$ cat src/rtl/oled_i2c_pkg.sv
// Shared definitions for the SSD1306-style I2C write target.
//   state_e           : protocol FSM states
//   CTRL_CO_BIT/DC_BIT: bit positions inside an SSD1306 control byte
//   OLED_ADDR_DEFAULT : usual 7-bit SSD1306 bus address
package oled_i2c_pkg;

  typedef enum logic [2:0] {
    StIdle,
    StAddr,
    StAddrAck,
    StCtrl,
    StCtrlAck,
    StByte,
    StByteAck,
    StIgnore
  } state_e;

  localparam int unsigned CTRL_CO_BIT = 7;
  localparam int unsigned CTRL_DC_BIT = 6;

  localparam logic [6:0] OLED_ADDR_DEFAULT = 7'h3C;

endpackage

$ cat src/rtl/ssd1306_i2c_target_if.sv
// Two-wire bus as seen at the target's pads.
//   scl_i  : SCL level from the pad
//   sda_i  : SDA level from the pad (wired-AND of all drivers)
//   sda_oe : 1 = target pulls SDA low
// master modport: bus side (drives the lines, observes the pull-down).
// slave modport : the target.
interface ssd1306_i2c_target_if;
  logic scl_i;
  logic sda_i;
  logic sda_oe;

  modport master (
    output scl_i,
    output sda_i,
    input  sda_oe
  );

  modport slave (
    input  scl_i,
    input  sda_i,
    output sda_oe
  );
endinterface

$ cat src/rtl/i2c_line_sync.sv
// Two-flop synchronizer for one asynchronous bus line plus edge strobes.
//   clk, rst : system clock, synchronous active-low reset
//   line     : raw pad level
//   level    : synchronized level
//   rise/fall: one-cycle strobes on synchronized edges
// Flops reset to 1 (idle bus level) so a reset never fakes an edge.
module i2c_line_sync (
  input  logic clk,
  input  logic rst,
  input  logic line,
  output logic level,
  output logic rise,
  output logic fall
);

  logic meta_q, sync_q, prev_q;

  always_ff @(posedge clk) begin
    if (!rst) begin
      meta_q <= 1'b1;
      sync_q <= 1'b1;
      prev_q <= 1'b1;
    end else begin
      meta_q <= line;
      sync_q <= meta_q;
      prev_q <= sync_q;
    end
  end

  assign level = sync_q;
  assign rise  = sync_q & ~prev_q;
  assign fall  = ~sync_q & prev_q;

endmodule

$ cat src/rtl/ssd1306_i2c_target.sv
// Write-only I2C target emulating the SSD1306 receive path.
//   clk, rst     : system clock (>= 8x SCL), synchronous active-low reset
//   bus          : SCL/SDA pad levels in, SDA pull-down enable out
//   byte_valid   : one-cycle strobe for each ACKed payload byte
//   byte_data    : payload byte, held until the next strobe
//   byte_is_data : 1 = display data, 0 = command
//   col, page    : write pointer of the next display data byte
//   frame_done   : strobe when the last cell of the frame is written
//   busy         : addressed, from address match until STOP/START
module ssd1306_i2c_target
  import oled_i2c_pkg::*;
#(
  parameter logic [6:0]  ADDR  = OLED_ADDR_DEFAULT,
  parameter int unsigned COLS  = 128,
  parameter int unsigned PAGES = 8
) (
  input  logic                       clk,
  input  logic                       rst,
  ssd1306_i2c_target_if.slave        bus,
  output logic                       byte_valid,
  output logic [7:0]                 byte_data,
  output logic                       byte_is_data,
  output logic [6:0]                 col,
  output logic [2:0]                 page,
  output logic                       frame_done,
  output logic                       busy
);

  localparam logic [6:0] ColMax  = 7'(COLS - 1);
  localparam logic [2:0] PageMax = 3'(PAGES - 1);

  logic scl_lvl, scl_rise, scl_fall;
  logic sda_lvl, sda_rise, sda_fall;

  i2c_line_sync u_scl_sync (
    .clk   (clk),
    .rst   (rst),
    .line  (bus.scl_i),
    .level (scl_lvl),
    .rise  (scl_rise),
    .fall  (scl_fall)
  );

  i2c_line_sync u_sda_sync (
    .clk   (clk),
    .rst   (rst),
    .line  (bus.sda_i),
    .level (sda_lvl),
    .rise  (sda_rise),
    .fall  (sda_fall)
  );

  // SCL level before this cycle; a START/STOP coinciding with an SCL
  // fall still sees SCL as high and takes priority over the edge.
  logic scl_was_high;
  logic start_det, stop_det, bus_cond;
  logic scl_rise_e, scl_fall_e;

  assign scl_was_high = (scl_lvl & ~scl_rise) | scl_fall;
  assign start_det    = sda_fall & scl_was_high;
  assign stop_det     = sda_rise & scl_was_high;
  assign bus_cond     = start_det | stop_det;
  assign scl_rise_e   = scl_rise & ~bus_cond;
  assign scl_fall_e   = scl_fall & ~bus_cond;

  state_e     state_q, state_d;
  logic [7:0] shift_q;
  logic [2:0] bit_cnt_q;
  logic       byte_done_q;
  logic       co_q, dc_q;
  logic       busy_q;
  logic       byte_valid_q, byte_is_data_q, frame_done_q;
  logic [7:0] byte_data_q;
  logic [6:0] col_q;
  logic [2:0] page_q;

  logic in_rx;
  logic addr_match;
  logic byte_end;

  always_comb begin
    in_rx = 1'b0;
    unique case (state_q)
      StAddr, StCtrl, StByte: in_rx = 1'b1;
      default:                in_rx = 1'b0;
    endcase
  end

  assign addr_match = (shift_q[7:1] == ADDR) && !shift_q[0];
  // SCL fall right after the 8th data bit: start of the ACK clock.
  assign byte_end   = scl_fall_e & byte_done_q;

  // State register.
  always_ff @(posedge clk) begin
    if (!rst) begin
      state_q <= StIdle;
    end else begin
      state_q <= state_d;
    end
  end

  // Next-state logic.
  always_comb begin
    state_d = state_q;
    if (stop_det) begin
      state_d = StIdle;
    end else if (start_det) begin
      state_d = StAddr;
    end else if (scl_fall_e) begin
      unique case (state_q)
        StAddr:    if (byte_done_q) state_d = addr_match ? StAddrAck : StIgnore;
        StAddrAck: state_d = StCtrl;
        StCtrl:    if (byte_done_q) state_d = StCtrlAck;
        StCtrlAck: state_d = StByte;
        StByte:    if (byte_done_q) state_d = StByteAck;
        StByteAck: state_d = co_q ? StCtrl : StByte;
        default:   state_d = state_q;
      endcase
    end
  end

  // Outputs decoded from state.
  always_comb begin
    bus.sda_oe = 1'b0;
    unique case (state_q)
      StAddrAck, StCtrlAck, StByteAck: bus.sda_oe = 1'b1;
      default:                         bus.sda_oe = 1'b0;
    endcase
  end

  // Shift register, control latches, payload strobe and write pointer.
  always_ff @(posedge clk) begin
    if (!rst) begin
      shift_q        <= '0;
      bit_cnt_q      <= '0;
      byte_done_q    <= 1'b0;
      co_q           <= 1'b0;
      dc_q           <= 1'b0;
      busy_q         <= 1'b0;
      byte_valid_q   <= 1'b0;
      byte_data_q    <= '0;
      byte_is_data_q <= 1'b0;
      col_q          <= '0;
      page_q         <= '0;
      frame_done_q   <= 1'b0;
    end else begin
      byte_valid_q <= 1'b0;
      frame_done_q <= 1'b0;
      if (bus_cond) begin
        bit_cnt_q   <= '0;
        byte_done_q <= 1'b0;
        busy_q      <= 1'b0;
      end else begin
        if (scl_rise_e && in_rx && !byte_done_q) begin
          shift_q   <= {shift_q[6:0], sda_lvl};
          bit_cnt_q <= bit_cnt_q + 3'd1;
          if (bit_cnt_q == 3'd7) byte_done_q <= 1'b1;
        end
        if (byte_end) begin
          byte_done_q <= 1'b0;
          unique case (state_q)
            StAddr: begin
              if (addr_match) busy_q <= 1'b1;
            end
            StCtrl: begin
              co_q <= shift_q[CTRL_CO_BIT];
              dc_q <= shift_q[CTRL_DC_BIT];
            end
            StByte: begin
              byte_valid_q   <= 1'b1;
              byte_data_q    <= shift_q;
              byte_is_data_q <= dc_q;
              if (dc_q) begin
                if (col_q == ColMax) begin
                  col_q <= '0;
                  if (page_q == PageMax) begin
                    page_q       <= '0;
                    frame_done_q <= 1'b1;
                  end else begin
                    page_q <= page_q + 3'd1;
                  end
                end else begin
                  col_q <= col_q + 7'd1;
                end
              end
            end
            default: ;
          endcase
        end
      end
    end
  end

  assign byte_valid   = byte_valid_q;
  assign byte_data    = byte_data_q;
  assign byte_is_data = byte_is_data_q;
  assign col          = col_q;
  assign page         = page_q;
  assign frame_done   = frame_done_q;
  assign busy         = busy_q;

endmodule

$ cat src/flat_wrapper.sv
// flat-port wrapper written by rule: the top's interface ports become plain ports
module ssd1306_i2c_target_flat import oled_i2c_pkg::*;
#(
  parameter logic [6:0]  ADDR  = OLED_ADDR_DEFAULT,
  parameter int unsigned COLS  = 128,
  parameter int unsigned PAGES = 8
)
  (clk, rst, byte_valid, byte_data, byte_is_data, col, page, frame_done, busy, bus_scl_i, bus_sda_i, bus_sda_oe);
  ssd1306_i2c_target_if bus_i ();
  input  logic clk;
  input  logic rst;
  output logic byte_valid;
  output logic [7:0] byte_data;
  output logic byte_is_data;
  output logic [6:0] col;
  output logic [2:0] page;
  output logic frame_done;
  output logic busy;
  input wire logic [$bits(bus_i.scl_i)-1:0] bus_scl_i;
  input wire logic [$bits(bus_i.sda_i)-1:0] bus_sda_i;
  output wire logic [$bits(bus_i.sda_oe)-1:0] bus_sda_oe;
  assign bus_i.scl_i = bus_scl_i;
  assign bus_i.sda_i = bus_sda_i;
  assign bus_sda_oe = bus_i.sda_oe;
  ssd1306_i2c_target #(.ADDR(ADDR), .COLS(COLS), .PAGES(PAGES)) u_core (.clk(clk), .rst(rst), .bus(bus_i), .byte_valid(byte_valid), .byte_data(byte_data), .byte_is_data(byte_is_data), .col(col), .page(page), .frame_done(frame_done), .busy(busy));
endmodule
$ cat config.mk
export PLATFORM = sky130hd
export DESIGN_NAME = ssd1306_i2c_target_flat
export DESIGN_NICKNAME = d
export VERILOG_FILES = /design/src/rtl/oled_i2c_pkg.sv /design/src/rtl/ssd1306_i2c_target_if.sv /design/src/rtl/i2c_line_sync.sv /design/src/rtl/ssd1306_i2c_target.sv /design/src/flat_wrapper.sv
export SDC_FILE = /design/constraint.sdc
export NUM_CORES = 1
export LEC_CHECK = 0
export ABC_AREA = 1
export BUFFER_PORTS_ARGS = -buffer_cell sky130_fd_sc_hd__buf_2
export CORE_MARGIN = 5
export CORE_UTILIZATION = 38
export DETAILED_ROUTE_END_ITERATION = 7
export GPL_TIMING_DRIVEN = 1
export PLACE_DENSITY = 0.6
export SYNTH_ARGS = -nofsm -noshare
export SYNTH_HDL_FRONTEND = slang
export SYNTH_SLANG_ARGS = --single-unit
export TNS_END_PERCENT = 20
$ cat constraint.sdc
create_clock -name clk -period 1.21 [get_ports clk]
set_input_delay 0.0605 -clock clk [delete_from_list [all_inputs] [get_ports clk]]
set_output_delay 0.0605 -clock clk [all_outputs]
set_load 0.005 [all_outputs]
==> impl.org, run 1 <==
** Setup path
- STA puts the critical path data arrival time at between 1500 and 2000 ps.
- Data required time of the worst path :: between 1000 and 1500 ps
- Max Fanout on Critical Path :: 4
- R2r setup slk :: -140 ps
- The critical path is of the flop to flop type.
- The worst setup path is launched from a flop.
- Crit path capture type :: flop

** STA
- # setup viols final :: 24
- Minimum setup slack in the final design :: -137.7 ps
- Measured against its own limit, the worst slew margin works out to 84.93%.
- Worst-case hold slack :: 38.49 ps
- Actual transition at the worst max-transition pin :: 225.8 ps
- Period utilisation layout :: 111.4%
- The number of max-slew violations in the final report came to 0.
- Post-route setup TNS :: -2176 ps
- Between clock sinks in the finished design, the worst skew comes to 6.288 ps.
- Timing would allow up to 742.0 MHz.
- Time the final worst path needs with I/O delays and setup :: around 1300 ps
- The hold violation total from the final report is 0.
- Setup repair after global routing could not meet its margin everywhere.

** Place
- Weighted congestion reported at the end of routability-driven placement :: slightly below 0.9
- Hpwl dp :: 3.279 mm
- Quantity of I/O buffers inserted on ports :: 26

** Run status
- Violated checks :: negative setup slack
- Result of the run :: finished with violations

** Global routing
- Remaining Overflow, GRT :: 0
- Antenna violations before repair :: 0
- The first global-routing pass estimated 7.500 mm of wire.
- Pin count of the biggest net entering global routing :: 25
- The number of global-route vias before repair came to 1699.
- Global-route usage over all layers :: 14.31%

** Drt
- For this block, the routed nets add up to 4.472 mm of wire.
- Met2 layer wire length in the routed design :: 2.042 mm
- Routed length on met3 :: between 150 and 200 um
- Average wire per standard cell :: 11.35 um
- Number of vias per cell :: 4.571
- For this block, the via count after detailed routing is 1801.
- 1st-iter DRT viols :: 60
- In the routed design, unresolved DRC markers number 0.
- Sum of routed wire segments on met1 :: 2.206 mm
- In this run the top signal layer used is met4.
- Antenna viol nets, final :: 0
- 1st-pass router iterations :: 4

** Synth
- Number of warnings reported in the yosys synthesis log :: 0
- The synthesized design contains 45 register bits.
- Summing the sequential cell areas from Yosys gives 45.37% of the chip area.
- After synthesis, the mean cell area works out to 7.608 um2.
- Yosys mapped the design onto 26 distinct sky130hd cell types.
- In this run the cell area of the synthesized design comes to a little under 2000 um2.
- Mapped Cells :: 261
- When the netlist entered floorplanning its net count stood at 270.

** Layout
- Leaving out fill and tap cells, the most frequent cell in the layout is sky130_fd_sc_hd__nand2_1.
- Syn-to-layout area delta :: 33.33%
- Most frequent cells in the layout :: sky130_fd_sc_hd__nand2_1, sky130_fd_sc_hd__dfxtp_1, sky130_fd_sc_hd__nor2_1, sky130_fd_sc_hd__inv_1, sky130_fd_sc_hd__buf_4
- The filler cells instantiated in the layout total 518.
- Final core occ :: 51.84%
- Count of nets after finishing :: 333
- Antenna diode count :: 0
- Cells with a size suffix above 1 make up 32.41% of the layout.
- Area taken by multi-input logic gates :: 987.2 um2
- Storage cell area :: 913.4 um2

** Die
- The die covers 6771 um2.
- Die width :: 82.29 um
- Num ports :: 27
- Once the floorplan was initialized, standard cells occupied between 30% and 40% of the core.
- Core box area :: 5107 um2
- Measured along the y axis, the die boundary spans approximately 80 um.
- Row count :: 26

** Clock tree
- Counting the buffers created by CTS gives 5.
- The longest clock path from root to sink contains 2 buffers.
- Clock latency on the worst-skew pair, taken at its later pin, is roughly 290 ps.
- After clock tree synthesis, the clock-pin slew on the worst setup and hold paths is 80 ps.
- Root Buffer :: sky130_fd_sc_hd__clkbuf_8
- TritonCTS built the clock tree.
- Number of clock sinks :: 45
- The H-tree was split into 2 levels.

** Worst hold path
- The path class of the tightest hold or removal check is primary input to flop.

** Power and ir drop
- Summed over all cells, the static leakage comes to 1.315 nW.
- Power spread over the standard cell area amounts to 1017 nW/um2.
- VDD IR-drop max :: 0.6981 mV

** Run
- Maxcap violations :: 0
-- synth_stat cells --
master	instances	area [um2]
sky130_fd_sc_hd__nand2_4	1	11.26
sky130_fd_sc_hd__a21oi_1	25	125.1
sky130_fd_sc_hd__buf_6	1	11.26
sky130_fd_sc_hd__nor2_8	1	20.02
sky130_fd_sc_hd__nand2_1	47	176.4
sky130_fd_sc_hd__nand3_2	2	20.02
sky130_fd_sc_hd__buf_2	2	10.01
sky130_fd_sc_hd__xnor2_1	1	8.760
sky130_fd_sc_hd__nand3b_1	2	15.01
sky130_fd_sc_hd__xor2_1	3	26.28
sky130_fd_sc_hd__nor2_4	4	45.04
sky130_fd_sc_hd__ha_1	5	62.56
sky130_fd_sc_hd__nor3_1	1	5.000
sky130_fd_sc_hd__inv_1	33	123.9
sky130_fd_sc_hd__a21oi_2	1	8.760
sky130_fd_sc_hd__o21bai_1	1	7.510
sky130_fd_sc_hd__o21ai_0	24	120.1
sky130_fd_sc_hd__clkbuf_1	2	7.510
sky130_fd_sc_hd__nor2_1	37	138.9
sky130_fd_sc_hd__nand4_2	2	25.02
sky130_fd_sc_hd__nand3_1	6	30.03
sky130_fd_sc_hd__inv_2	2	7.510
sky130_fd_sc_hd__or2_2	5	31.28
sky130_fd_sc_hd__buf_1	1	3.750
sky130_fd_sc_hd__dfxtp_1	45	900.9
sky130_fd_sc_hd__nand4_1	7	43.79
-- cells by family after synthesis --
logic type      Yosys count  share of synthesized area, %
xor+xnor                  4                         1.765
fa+ha+maj                 5                         3.151
flops                    45                         45.37
compound gates           51                         13.17
simple gates            115                         28.29
buf+inv                  41                         8.255
-- worst max-delay path: stages, from the launching register on --
cell and delay, ps:
sky130_fd_sc_hd__dfxtp_4 380, sky130_fd_sc_hd__inv_4 40, sky130_fd_sc_hd__nor2_4 130, sky130_fd_sc_hd__nand4_2 150
sky130_fd_sc_hd__nor2_4 190, sky130_fd_sc_hd__buf_4 150, sky130_fd_sc_hd__nand4_1 70, sky130_fd_sc_hd__nand2_1 80
sky130_fd_sc_hd__nor2_1 40
-- sequential cells by signal, indices dropped and copies added (netlist names) --
| name | cells |
|---|---|
| u_core.u_sda_sync.prev_q | 1 |
| u_core.page | 3 |
| u_core.byte_is_data | 1 |
| u_core.u_sda_sync.meta_q | 1 |
| u_core.busy | 1 |
| u_core.u_sda_sync.level | 1 |
| u_core.byte_done_q | 1 |
| u_core.byte_data | 8 |
| u_core.col | 7 |
| u_core.co_q | 1 |
| u_core.shift_q | 8 |
| u_core.u_scl_sync.level | 1 |
| u_core.bit_cnt_q | 3 |
| u_core.byte_valid | 1 |
| u_core.state_q | 3 |
| u_core.dc_q | 1 |
| u_core.u_scl_sync.meta_q | 1 |
| u_core.frame_done | 1 |
| u_core.u_scl_sync.prev_q | 1 |
-- report_power, final --
part / total (mW) / switching, mW / leakage, nW / internal, mW
clock: 1.09 / 0.485 / 0.0540 / 0.600
sequential: 1.50 / 0.00920 / 0.365 / 1.49
combinational: 0.107 / 0.0594 / 0.895 / 0.0472
-- stage by stage --
step	std cells	instance area (um2)	power [mW]	setup slack, ps
6_report	394	2648	2.691	-137.7
5_1_grt	394	2648	2.803	-265.3
4_1_cts	393	2580	2.730	-121.2
3_5_place_dp	383	2434	1.629	-112.7
3_3_place_gp	383	2434	1.629	-97.98
2_1_floorplan	261	2008	1.588	1.757
-- area by class of cell --
class	count	area share, %
multi-input cells	175	37.29
flip-flops and latches	45	34.50
repair buffers	62	15.93
inverters	35	5.057
well taps	70	3.308
clock buffers	5	2.599
clock inverters	2	1.323
-- metal layers --
layer | global-route usage, % | vias up
met2 | 22.44 | 30
met1 | 19.04 | 805
met4 | 4.983 | 0
met5 | 0 | -
li1 | - | 962
met3 | 3.579 | 4
-- what timing repair did --
item	4_1_cts	5_1_grt
resized for setup	7	16
endpoints found under the setup margin	36	40
pin swaps	2	11
endpoints found under the hold margin	2	0
hold buffers	2	0
setup buffers	1	1
-- final timing paths --
kind,cells past startpoint,startpoint,to
worst max-delay path,8,u_core.u_scl_sync.prev_q$_SDFF_PN1_,u_core.page[1]$_SDFFE_PN0P_
worst max register to register,8,u_core.u_scl_sync.prev_q$_SDFF_PN1_,u_core.page[1]$_SDFFE_PN0P_
worst min register to register,1,u_core.u_scl_sync.meta_q$_SDFF_PN1_,u_core.u_scl_sync.level$_SDFF_PN1_
worst min-delay path,3,rst,u_core.state_q[0]$_SDFFE_PP0P_
No activity file was read; power rests on OpenSTA's default activity.
==> run 2, diff against run 1 <==
--- a/config.mk
+++ b/config.mk
@@ -11,7 +11,7 @@
 export CORE_UTILIZATION = 38
 export DETAILED_ROUTE_END_ITERATION = 7
 export GPL_TIMING_DRIVEN = 1
-export PLACE_DENSITY = 0.6
+export PLACE_DENSITY = 0.58
 export SYNTH_ARGS = -nofsm -noshare
 export SYNTH_HDL_FRONTEND = slang
 export SYNTH_SLANG_ARGS = --single-unit
==> constraint.sdc (replaced) <==
create_clock -name clk -period 1.3 [get_ports clk]
set_input_delay 0.065 -clock clk [delete_from_list [all_inputs] [get_ports clk]]
set_output_delay 0.065 -clock clk [all_outputs]
set_load 0.005 [all_outputs]
==> run 2 against run 1 <==
The flow now finishes without violations. Clock power down 19%. Total power down 12%. Global-route usage down 0.46 points. Critical path type unchanged. Sequential power down 7%. Die area unchanged. Core utilization down 1.8 points. Setup slack better by 140 ps. Wire length down 3.0%. Combinational power down 9%. Cell count down 1.3%.
==> impl.org, run 2 (synthesis results as in run 1) <==
** Layout
- Number of fill cells :: 523 (was 518)
- Most frequent standard cell in the layout excluding fill and tap cells :: sky130_fd_sc_hd__nand2_1 (unchanged)
- Most frequent cells in the layout: sky130_fd_sc_hd__nand2_1, sky130_fd_sc_hd__dfxtp_1, sky130_fd_sc_hd__nor2_1, sky130_fd_sc_hd__inv_1, sky130_fd_sc_hd__buf_4 (unchanged).
- Share of final-layout standard cells stronger than drive strength 1 :: 28.53% (was 32.41%)
- Syn-to-layout area delta :: 28.73% (was 33.33%)
- Antenna diode count :: 0 (unchanged)
- Final core occ :: 50.05% (was 51.84%)
- The final standard cell area without fillers is 2556 um2 (was 2648 um2).
- The post-layout net count came to 328 (was 333).

** Run status
- Result of the run: completed (was finished with violations).

** STA
- Relative slew slack :: 82.44% (was 84.93%)
- Actual transition at the worst max-transition pin :: 262.7 ps (was 225.8 ps)
- The share of the clock period used by the worst path is 99.65% (was 111.4%).
- Setup repair after global routing missed its margin :: yes (unchanged)
- Highest clock frequency the design can meet :: 771.9 MHz (was 742.0 MHz)
- Time the final worst path needs with I/O delays and setup :: 1295 ps (was 1348 ps)
- Slew Limit Fails :: 0 (unchanged)
- The final setup skew came to 5.281 ps (was 6.288 ps).
- Fin. Hold Viols :: 0 (unchanged)
- The total setup violations reported at the end of the flow is 0 (was 24).

** Setup path
- The category of the critical setup timing path is flop to flop (unchanged).
- The worst reg2reg path endpoint was u_core.col[3]$_SDFFE_PN0P_ (was u_core.page[1]$_SDFFE_PN0P_).
- Max Fanout on Critical Path :: 8 (was 4)
- Ordered list of cells on the worst path :: inv_2 -> nor2_4 -> nand4_2 -> nor2_4 -> nand2_1 -> nand2_1 -> a21oi_1 (was inv_4 -> nor2_4 -> nand4_2 -> nor2_4 -> buf_4 -> nand4_1 -> nand2_1 -> nor2_1)
- Critical path buffer and inverter count :: 1 (was 2)
- Max incr delay on CP :: 370 ps (was 380 ps)
- The critical path data arrival time was 1490 ps (was 1540 ps).
- Crit path capture type :: flop (unchanged)
- Crit Reg-Reg Startpoint :: u_core.u_scl_sync.prev_q$_SDFF_PN1_ (unchanged)
- Setup crit start kind :: flop (unchanged)
- The family of cells with the greatest summed delay on the critical path is simple AND/OR/NAND/NOR gates (unchanged).
- The worst reg2reg path depth is 7 (was 8).
- The worst-path cell with the longest stage delay is sky130_fd_sc_hd__dfxtp_2 (was sky130_fd_sc_hd__dfxtp_4).
- Data required time of the worst path :: 1490 ps (was 1400 ps)
- The flop-to-flop setup slack came to 5 ps (was -140 ps).

** Global routing
- The maximum number of pins on one net before global-route repair is 23 (was 25).
- Global-route wire length before repair :: 7.341 mm (was 7.500 mm)
- Global-route usage over all layers :: 13.86% (was 14.31%)
- Remaining Overflow, GRT :: 0 (unchanged)
- Number of global-route vias before repair :: 1644 (was 1699)
- Antenna violations before repair :: 0 (unchanged)

** Clock tree
- The clock tree from TritonCTS is yes (unchanged).
- The clock root buffer is sky130_fd_sc_hd__clkbuf_8 (unchanged).
- The level count of the clock H-tree was 2 (unchanged).
- The buffer depth of the longest clock path was 2 (unchanged).
- The number of sinks driven by the clock tree is 45 (unchanged).
- Reg clk slew, reported paths :: 80 ps (about the same)
- The worst-skew pair later-pin latency is 290 ps (about the same).
- Inserted Clock Buffers :: 5 (unchanged)

** Die
- Area of the die :: 6771 um2 (unchanged)
- Die width :: 82.29 um (unchanged)
- Core box area :: 5107 um2 (unchanged)
- The die extent in y came to 82.29 um (unchanged).
- The count of standard-cell rows came to 26 (unchanged).
- The initial standard-cell utilization of the core was 38.88% (unchanged).
- Num ports :: 27 (unchanged)

** Worst hold path
- Cell depth of the worst min-delay path :: 1 (was 3)
- The path class of the lowest-slack min-delay path is flop to flop (was primary input to flop).
- The startpoint of the most critical hold path was u_core.u_scl_sync.meta_q$_SDFF_PN1_ (was rst).
- The destination of the worst hold path is u_core.u_scl_sync.level$_SDFF_PN1_ (was u_core.state_q[0]$_SDFFE_PP0P_).

** Drt
- 1st-pass router iterations :: 4 (unchanged)
- The total length of routed wires is 4.337 mm (was 4.472 mm).
- Antenna viol nets, final :: 0 (unchanged)
- 1st-iter DRT viols :: 71 (was 60)
- Remaining DRCs :: 0 (unchanged)
- Average wire per standard cell :: 11.15 um (was 11.35 um)
- Number of vias per cell :: 4.568 (was 4.571)
- Total number of vias :: 1777 (was 1801)

** Place
- Weighted congestion reported at the end of routability-driven placement :: 0.7931 (was 0.8805)
- The number of I/O port buffers was 26 (unchanged).
- The HPWL after detailed placement was 3.140 mm (was 3.279 mm).
- The placement-stage cell area was 2356 um2 (was 2434 um2).

** Run
- Maxcap violations :: 0 (unchanged)

** Power and ir drop
- Power per cell area :: 927.5 nW/um2 (was 1017 nW/um2)
- The leakage power was 1.268 nW (was 1.315 nW).
- VDD IR-drop max :: 0.5901 mV (was 0.6981 mV)
[run 2: repair_timing]
action | CTS | global route
endpoints found under the hold margin | 3 | 0
pin swaps | 3 | 9
hold buffers | 3 | 0
setup endpoints to repair | 9 | 38
setup buffers | 1 | 3
gates resized for setup | 6 | 11
[run 2: layout make-up]
| cell class | count | area, um2 | area share (%) |
|---|---|---|---|
| Multi-Input combinational cell | 175 | 969.7 | 37.93 |
| Sequential cell | 45 | 907.1 | 35.49 |
| Timing Repair Buffer | 57 | 374.1 | 14.64 |
| Inverter | 35 | 131.4 | 5.140 |
| Tap cell | 70 | 87.58 | 3.426 |
| Clock buffer | 7 | 86.33 | 3.377 |
[run 2: metrics by stage]
stage               hold WS, ps  setup WS, ps  power, mW  setup TNS (ps)  std cells
finish                    410.1         4.545      2.371               0        389
global route              443.4        -122.6      2.479           -1495        389
CTS                       413.8        -36.87      2.392          -202.7        386
detailed placement        256.2        -23.47      1.511          -86.71        375
global placement          251.6        -8.889      1.512          -35.23        375
floorplan                 171.6         4.646      1.478               0        261
[run 2: worst reg2reg max path, delay by kind of cell, from the launching register on]
kind / cells / cell delay [ps]
buffers and inverters: 1 / 60
AND/OR/NAND/NOR: 5 / 700
flip-flops: 1 / 370
AO/OA/AOI/OAI: 1 / 70
[run 2: worst max-delay path by stage]
| stage | depth (start not counted) | to | slack [ps] | start |
|---|---|---|---|---|
| final | 7 | u_core.col[3]$_SDFFE_PN0P_ | 5 | u_core.u_scl_sync.prev_q$_SDFF_PN1_ |
| after global placement | 7 | u_core.page[0]$_SDFFE_PN0P_ | -9 | u_core.col[0]$_SDFFE_PN0P_ |
| after floorplan | 7 | u_core.page[0]$_SDFFE_PN0P_ | 5 | u_core.col[0]$_SDFFE_PN0P_ |
| after detailed placement | 7 | u_core.page[2]$_SDFFE_PN0P_ | -20 | u_core.col[0]$_SDFFE_PN0P_ |
| after global routing | 8 | u_core.page[2]$_SDFFE_PN0P_ | -120 | u_core.u_scl_sync.prev_q$_SDFF_PN1_ |
| after CTS | 8 | u_core.page[2]$_SDFFE_PN0P_ | -40 | u_core.u_scl_sync.prev_q$_SDFF_PN1_ |
[run 2: per-layer routing]
metal | vias to the layer above | part of all wire (%) | global-route usage, % | wire, um
li1 | 953 | - | - | -
met4 | 0 | 0.65 | 3.987 | 28
met3 | 2 | 3.5 | 4.013 | 150
met1 | 796 | 51 | 18.51 | 2192
met5 | - | 0 | 0 | 0
met2 | 26 | 45 | 21.63 | 1966
[run 2: report_power, final]
group | internal, mW | switching [mW] | leakage, nW | total (mW)
Sequential | 1.39 | 0.00750 | 0.364 | 1.40
Clock | 0.423 | 0.455 | 0.0443 | 0.878
Combinational | 0.0445 | 0.0526 | 0.860 | 0.0971
